==> src/rtl/slow_clock_monitor_pkg.sv <==
// Shared types and defaults for the slow clock monitor.
package slow_clock_monitor_pkg;

  typedef enum logic [1:0] {
    ACQUIRE = 2'd0,
    MEASURE = 2'd1,
    LOCKED  = 2'd2
  } mon_state_t;

  localparam int unsigned DEF_EXPECTED_HALF = 5_000_002;
  localparam int unsigned DEF_TOLERANCE     = 1024;
  localparam int unsigned DEF_LOCK_N        = 4;
  localparam int unsigned DEF_CNT_W         = 33;

  // Counter ceiling: one past the largest in-tolerance half-period.
  function automatic int unsigned sat_limit(input int unsigned expected_half,
                                            input int unsigned tolerance);
    return expected_half + tolerance + 32'd1;
  endfunction

endpackage

==> src/rtl/sync_2ff.sv <==
// Multi-stage bit synchronizer for asynchronous board inputs (STAGES >= 2).
module sync_2ff #(
  parameter int unsigned STAGES = 2
) (
  input  logic clk,
  input  logic rst,
  input  logic d_i,
  output logic q_o
);

  logic [STAGES-1:0] sync_q;

  always_ff @(posedge clk or posedge rst) begin
    if (rst) begin
      sync_q <= '0;
    end else begin
      sync_q <= {sync_q[STAGES-2:0], d_i};
    end
  end

  assign q_o = sync_q[STAGES-1];

endmodule

==> src/rtl/slow_clock_monitor.sv <==
// Synchronizes a slow clock, emits edge ticks, measures half-periods and tracks lock.
// Optional deglitch filter enabled by defining SLOW_CLOCK_MONITOR_DEGLITCH_EN.
module slow_clock_monitor
  import slow_clock_monitor_pkg::*;
#(
  parameter int unsigned EXPECTED_HALF = DEF_EXPECTED_HALF,
  parameter int unsigned TOLERANCE     = DEF_TOLERANCE,
  parameter int unsigned LOCK_N        = DEF_LOCK_N,
  parameter int unsigned CNT_W         = DEF_CNT_W
) (
  input  logic             clock,
  input  logic             reset,
  input  logic             slow_clk_in,
  input  logic             clear_lost,
  output logic             tick,
  output logic             tick_fall,
  output logic [CNT_W-1:0] half_period,
  output logic             period_valid,
  output logic             locked,
  output logic             lost
);

  localparam int unsigned      GOOD_W    = $clog2(LOCK_N + 1);
  localparam logic [CNT_W-1:0] SAT_C     = CNT_W'(sat_limit(EXPECTED_HALF, TOLERANCE));
  localparam logic [CNT_W-1:0] PRE_SAT_C = SAT_C - CNT_W'(1);
  localparam logic [CNT_W-1:0] LO_C      = CNT_W'(EXPECTED_HALF - TOLERANCE);
  localparam logic [CNT_W-1:0] HI_C      = CNT_W'(EXPECTED_HALF + TOLERANCE);

  logic              sync_s;
  logic              level;
  logic              prev_q;
  logic              rise, fall, any_edge, in_range, timeout;
  logic [CNT_W-1:0]  cnt_q, cnt_d;
  logic [CNT_W-1:0]  half_period_q, half_period_d;
  mon_state_t        state_q, state_d;
  logic [GOOD_W-1:0] good_q, good_d, good_inc;
  logic              period_valid_q, period_valid_d;
  logic              lost_q, lost_d, lost_set;
  logic              tick_q, tick_fall_q, locked_q;

  sync_2ff #(.STAGES(2)) u_sync (
    .clk (clock),
    .rst (reset),
    .d_i (slow_clk_in),
    .q_o (sync_s)
  );

`ifdef SLOW_CLOCK_MONITOR_DEGLITCH_EN
  logic stage3_q, filt_q;

  // Filtered level follows only when two consecutive samples agree.
  always_ff @(posedge clock or posedge reset) begin
    if (reset) begin
      stage3_q <= 1'b0;
      filt_q   <= 1'b0;
    end else begin
      stage3_q <= sync_s;
      if (sync_s == stage3_q) begin
        filt_q <= sync_s;
      end
    end
  end

  assign level = filt_q;
`else
  assign level = sync_s;
`endif

  always_ff @(posedge clock or posedge reset) begin
    if (reset) begin
      prev_q         <= 1'b0;
      cnt_q          <= '0;
      state_q        <= ACQUIRE;
      good_q         <= '0;
      half_period_q  <= '0;
      period_valid_q <= 1'b0;
      lost_q         <= 1'b0;
      tick_q         <= 1'b0;
      tick_fall_q    <= 1'b0;
      locked_q       <= 1'b0;
    end else begin
      prev_q         <= level;
      cnt_q          <= cnt_d;
      state_q        <= state_d;
      good_q         <= good_d;
      half_period_q  <= half_period_d;
      period_valid_q <= period_valid_d;
      lost_q         <= lost_d;
      tick_q         <= rise;
      tick_fall_q    <= fall;
      locked_q       <= (state_d == LOCKED);
    end
  end

  always_comb begin
    rise           = level & ~prev_q;
    fall           = ~level & prev_q;
    any_edge       = rise | fall;
    in_range       = (cnt_q >= LO_C) && (cnt_q <= HI_C);
    timeout        = !any_edge && (cnt_q == PRE_SAT_C);
    good_inc       = good_q + GOOD_W'(1);
    cnt_d          = cnt_q;
    state_d        = state_q;
    good_d         = good_q;
    half_period_d  = half_period_q;
    period_valid_d = 1'b0;
    lost_set       = 1'b0;

    // Counter restarts at 1 on an edge and parks at the saturation value.
    if (any_edge) begin
      cnt_d = CNT_W'(1);
    end else if (cnt_q != SAT_C) begin
      cnt_d = cnt_q + CNT_W'(1);
    end

    case (state_q)
      ACQUIRE: begin
        // First edge has no reference; its count is dropped.
        if (any_edge) begin
          state_d = MEASURE;
          good_d  = '0;
        end
      end
      MEASURE: begin
        if (any_edge) begin
          period_valid_d = 1'b1;
          half_period_d  = cnt_q;
          if (in_range) begin
            if (good_inc == GOOD_W'(LOCK_N)) begin
              state_d = LOCKED;
              good_d  = '0;
            end else begin
              good_d = good_inc;
            end
          end else begin
            good_d = '0;
          end
        end else if (timeout) begin
          good_d = '0;
        end
      end
      LOCKED: begin
        if (any_edge) begin
          period_valid_d = 1'b1;
          half_period_d  = cnt_q;
        end
        if ((any_edge && !in_range) || timeout) begin
          state_d  = MEASURE;
          good_d   = '0;
          lost_set = 1'b1;
        end
      end
      default: begin
        state_d = ACQUIRE;
        good_d  = '0;
      end
    endcase

    lost_d = lost_set | (lost_q & ~clear_lost);
  end

  assign tick         = tick_q;
  assign tick_fall    = tick_fall_q;
  assign half_period  = half_period_q;
  assign period_valid = period_valid_q;
  assign locked       = locked_q;
  assign lost         = lost_q;

endmodule

==> config.mk <==
export PLATFORM = sky130hd
export DESIGN_NAME = slow_clock_monitor
export DESIGN_NICKNAME = d
export VERILOG_FILES = /design/src/rtl/slow_clock_monitor_pkg.sv /design/src/rtl/sync_2ff.sv /design/src/rtl/slow_clock_monitor.sv
export SDC_FILE = /design/constraint.sdc
export NUM_CORES = 1
export LEC_CHECK = 0
export BUFFER_PORTS_ARGS = -buffer_cell sky130_fd_sc_hd__buf_4
export CORE_MARGIN = 3
export CORE_UTILIZATION = 54
export DETAILED_ROUTE_END_ITERATION = 6
export PLACE_DENSITY = 0.85
export SLEW_MARGIN = 25
export SYNTH_ARGS = -nofsm -noshare
export SYNTH_HDL_FRONTEND = slang
export SYNTH_HIERARCHICAL = 1
export SYNTH_SLANG_ARGS = --single-unit
==> constraint.sdc <==
create_clock -name clock -period 3.44 [get_ports clock]
set_clock_uncertainty 0.2 [all_clocks]
set_input_delay 0 -clock clock [delete_from_list [all_inputs] [get_ports clock]]
set_output_delay 0 -clock clock [all_outputs]
set_load 0.1 [all_outputs]
==> impl_metrics.yaml <==
run_status:
  status: "finished, final reports clean"
power:
  p_comb_frac: 0.126
  power_switching_w: 0.000569
  p_leak_nw: 2.15
  switching_share: 0.304
  seqPwrFrac: 0.521
  irDropWorstVdd_uv: 247
  power.density_nw_per_um2: 416
  intPower_w: 0.00130
  clkPwrFrac: 0.353
run:
  drv_cap: 0
clock_tree:
  tritoncts: "yes"
  clock_sinks: 79
  clk_pin_slew_ns: 0.08
  clockBufferDepth: 2
  insertion_delay_ns: 0.36
  cts_made_buffers: 9
  h-tree-depth: 3
  cts_root_buf: "clkbuf_8"
die:
  die_x_um: 91.1
  die_y_um: 91.1
  ios: 42
  core_um2: 6910
  rows: 30
  start_util: 0.566
  dieArea_um2: 8300
detailed_routing:
  vias: 3043
  ant_nets: 0
  post_drt_wl_per_cell_um: 15.3
  drc: 0
  vias_per_cell: 5.45
  dr.pass1.iters: 4
  wl_um: 8560
  drt-initial-drc-count: 189
worst_hold_path:
  hold_class: "in -> async"
critical_path:
  crit_slowest_cell: "or4_1"
  cp_data_arrival_time_ns: 3.00
  cp_data_required_time_ns: 3.49
  cp_num_buf_inv: 0
  r2r_slack_ns: 0.49
  start_kind: "flop"
  cp.depth: 8
  crit_fanout: 8
  crit_chain: "ha_1 -> nand3_1 -> nor3_2 -> nand3_1 -> or4_1 -> nor3_1 -> xor2_1 -> and3_1"
  cp_top_family: "simple AND/OR/NAND/NOR gates"
  crit_type: "reg -> reg"
  slowest_delay_ns: 0.70
  r2r_cells: 8
  crit_path_frequent_cell: "nand3_1"
  critPathCaptureType: "flop"
global_route:
  track_usage: 0.214
  gr-total-overflow: 0
  grt_pass1_wl_um: 14300
  grt_pass1_vias: 3034
  antenna_found_initial: 0
  grt_max_degree: 49
placed_design:
  gp_congestion: 0.861
  numPortBuffers: 41
  hpwl_um: 5800
timing:
  setup_violations: 0
  layout_min_cycle_time_ns: 2.95
  grt_setup_unrepaired: "false"
  setup-tns-final_ns: 0
  whs_ns: 0.0849
  fmax_ghz: 0.339
  hold_viol_final: 0
  slew_viol_final: 0
  relSlewSlack: 0.484
  timing.final.crit_share: 0.858
  worst_pin_slew_ns: 0.769
yosys:
  synthCells: 418
  synth_edf_count: 0
  synth_warnings: 6
  synth_top_flop_cell: "dfrtp_1"
  synth-seq-cells: 79
  synthArstFlopShare: 1.00
  ys_top_cells_by_area: "dfrtp_1 51%, nand2_1 9.3%, nor2_1 4.0%, xor2_1 3.4%, ha_1 3.2%"
  synth_cell_types: 56
  ys_seq_area_frac: 0.506
  synth_top_area_share: 0.506
  synth_nets: 432
  synth_area_per_cell_um2: 9.35
  yosysTopAreaCell: "dfrtp_1"
  syn-cell-area_um2: 3910
finish:
  multi_input_area_um2: 1770
  drive_above_1_share: 0.173
  fillCellCount: 566
  area_delta_synth_final_pct: 15.3
  regArea_um2: 1980
  finalNetCount: 471
  diodes: 0
-- area by class of cell --
| class | count | share of cell area |
|---|---|---|
| Sequential cell | 79 | 0.439 |
| Clock inverter | 5 | 0.00916 |
| Inverter | 19 | 0.0158 |
| Timing Repair Buffer | 49 | 0.0839 |
| Clock buffer | 11 | 0.0336 |
| Multi-Input combinational cell | 299 | 0.392 |
| Tap cell | 96 | 0.0267 |
-- per-layer routing --
| layer | wire [um] | GRT usage |
|---|---|---|
| met5 | 0 | 0 |
| met4 | 157 | 0.0942 |
| met3 | 407 | 0.0315 |
| met2 | 4200 | 0.361 |
| met1 | 3800 | 0.275 |
-- Yosys cell counts, types with 3 or more instances --
master,count
o21ai_0,18
a21oi_1,5
buf_2,6
nand2_1,97
nor2b_1,4
nand4_1,11
inv_1,17
clkbuf_1,14
o21a_1,3
or3_1,6
and3_1,5
nor2_1,42
nand3_1,15
or4_1,3
nor3_2,3
xnor2_1,13
dfrtp_1,79
ha_1,10
nor3_1,4
xor2_1,15
and4_1,4
-- logic make-up (layout without fill, tap and decap cells) --
family,after synthesis,after routing,share of synthesized area
xor gates and xnor gates,28,28,0.0627
adders and majority gates,10,10,0.0320
AOI/OAI and AO/OA,44,44,0.0791
DFF,79,79,0.506
buffers and inverters,40,84,0.0423
and+or+nand+nor,217,217,0.278
-- path summary, 6_finish.rpt --
path,start,to
min in group clock,slow_clk_in,u_sync/sync_q[0]
hold / removal,reset,cnt_q[25]
max in group asynchronous,reset,cnt_q[8]
setup / recovery,cnt_q[1],cnt_q[32]
setup reg to reg,cnt_q[1],cnt_q[32]
hold reg to reg,u_sync/sync_q[0],u_sync/sync_q[1]
-- power groups by stage --
| stage | Sequential (W) | Clock (W) | Combinational [W] |
|---|---|---|---|
| 5_1_grt | 0.000980 | 0.000705 | 0.000253 |
| 2_1_floorplan | 0.00107 | 0 | 0.0000966 |
| 4_1_cts | 0.000976 | 0.000672 | 0.000238 |
| 3_3_place_gp | 0.000992 | 0 | 0.000227 |
| 6_report | 0.000976 | 0.000662 | 0.000236 |
| 3_5_place_dp | 0.000994 | 0 | 0.000232 |
-- sequential cells by signal, summed over array words and instances (netlist names) --
| signal | flops |
|---|---|
| state_q | 2 |
| lost | 1 |
| cnt_q | 33 |
| u_sync/sync_q | 2 |
| half_period | 33 |
| prev_q | 1 |
| tick_fall | 1 |
| tick | 1 |
| locked | 1 |
| good_q | 3 |
| period_valid | 1 |
-- layout by cell type (no fill, tap or decap), types with 5 or more instances in the layout --
cell / count
nor2_1: 42
buf_4: 45
inv_1: 16
nand2_1: 97
a21oi_1: 5
xor2_1: 15
and3_1: 5
clkbuf_8: 11
or3_1: 6
nand4_1: 11
nand3_1: 15
dfrtp_1: 79
xnor2_1: 13
o21ai_0: 18
ha_1: 10
-- through the flow --
stage          power, W  cells   util  area, um2  worst slack, ns
5_1_grt         0.00194    558  0.652       4510            0.243
6_report        0.00187    558  0.652       4510            0.490
3_3_place_gp    0.00122    538  0.619       4270            0.646
2_1_floorplan   0.00117    418      -       3910            0.809
3_5_place_dp    0.00123    538  0.619       4270            0.583
4_1_cts         0.00189    558  0.652       4510            0.522
-- worst register-to-register path: cells and delay by family, from the launching register on --
family | cells | cell delay (ns)
DFF | 1 | 0.50
adders and majority gates | 1 | 0.27
xor gates and xnor gates | 1 | 0.09
and+or+nand+nor | 6 | 1.78
-- what timing repair did --
item / 4_1_cts / 5_1_grt
hold buffers: 4 / 0
endpoints found under the hold margin: 33 / 0
buffers inserted: 0 / 0
resized for setup: 0 / 0
endpoints found under the setup margin: 0 / 0
(Power assumes the default switching activity.)
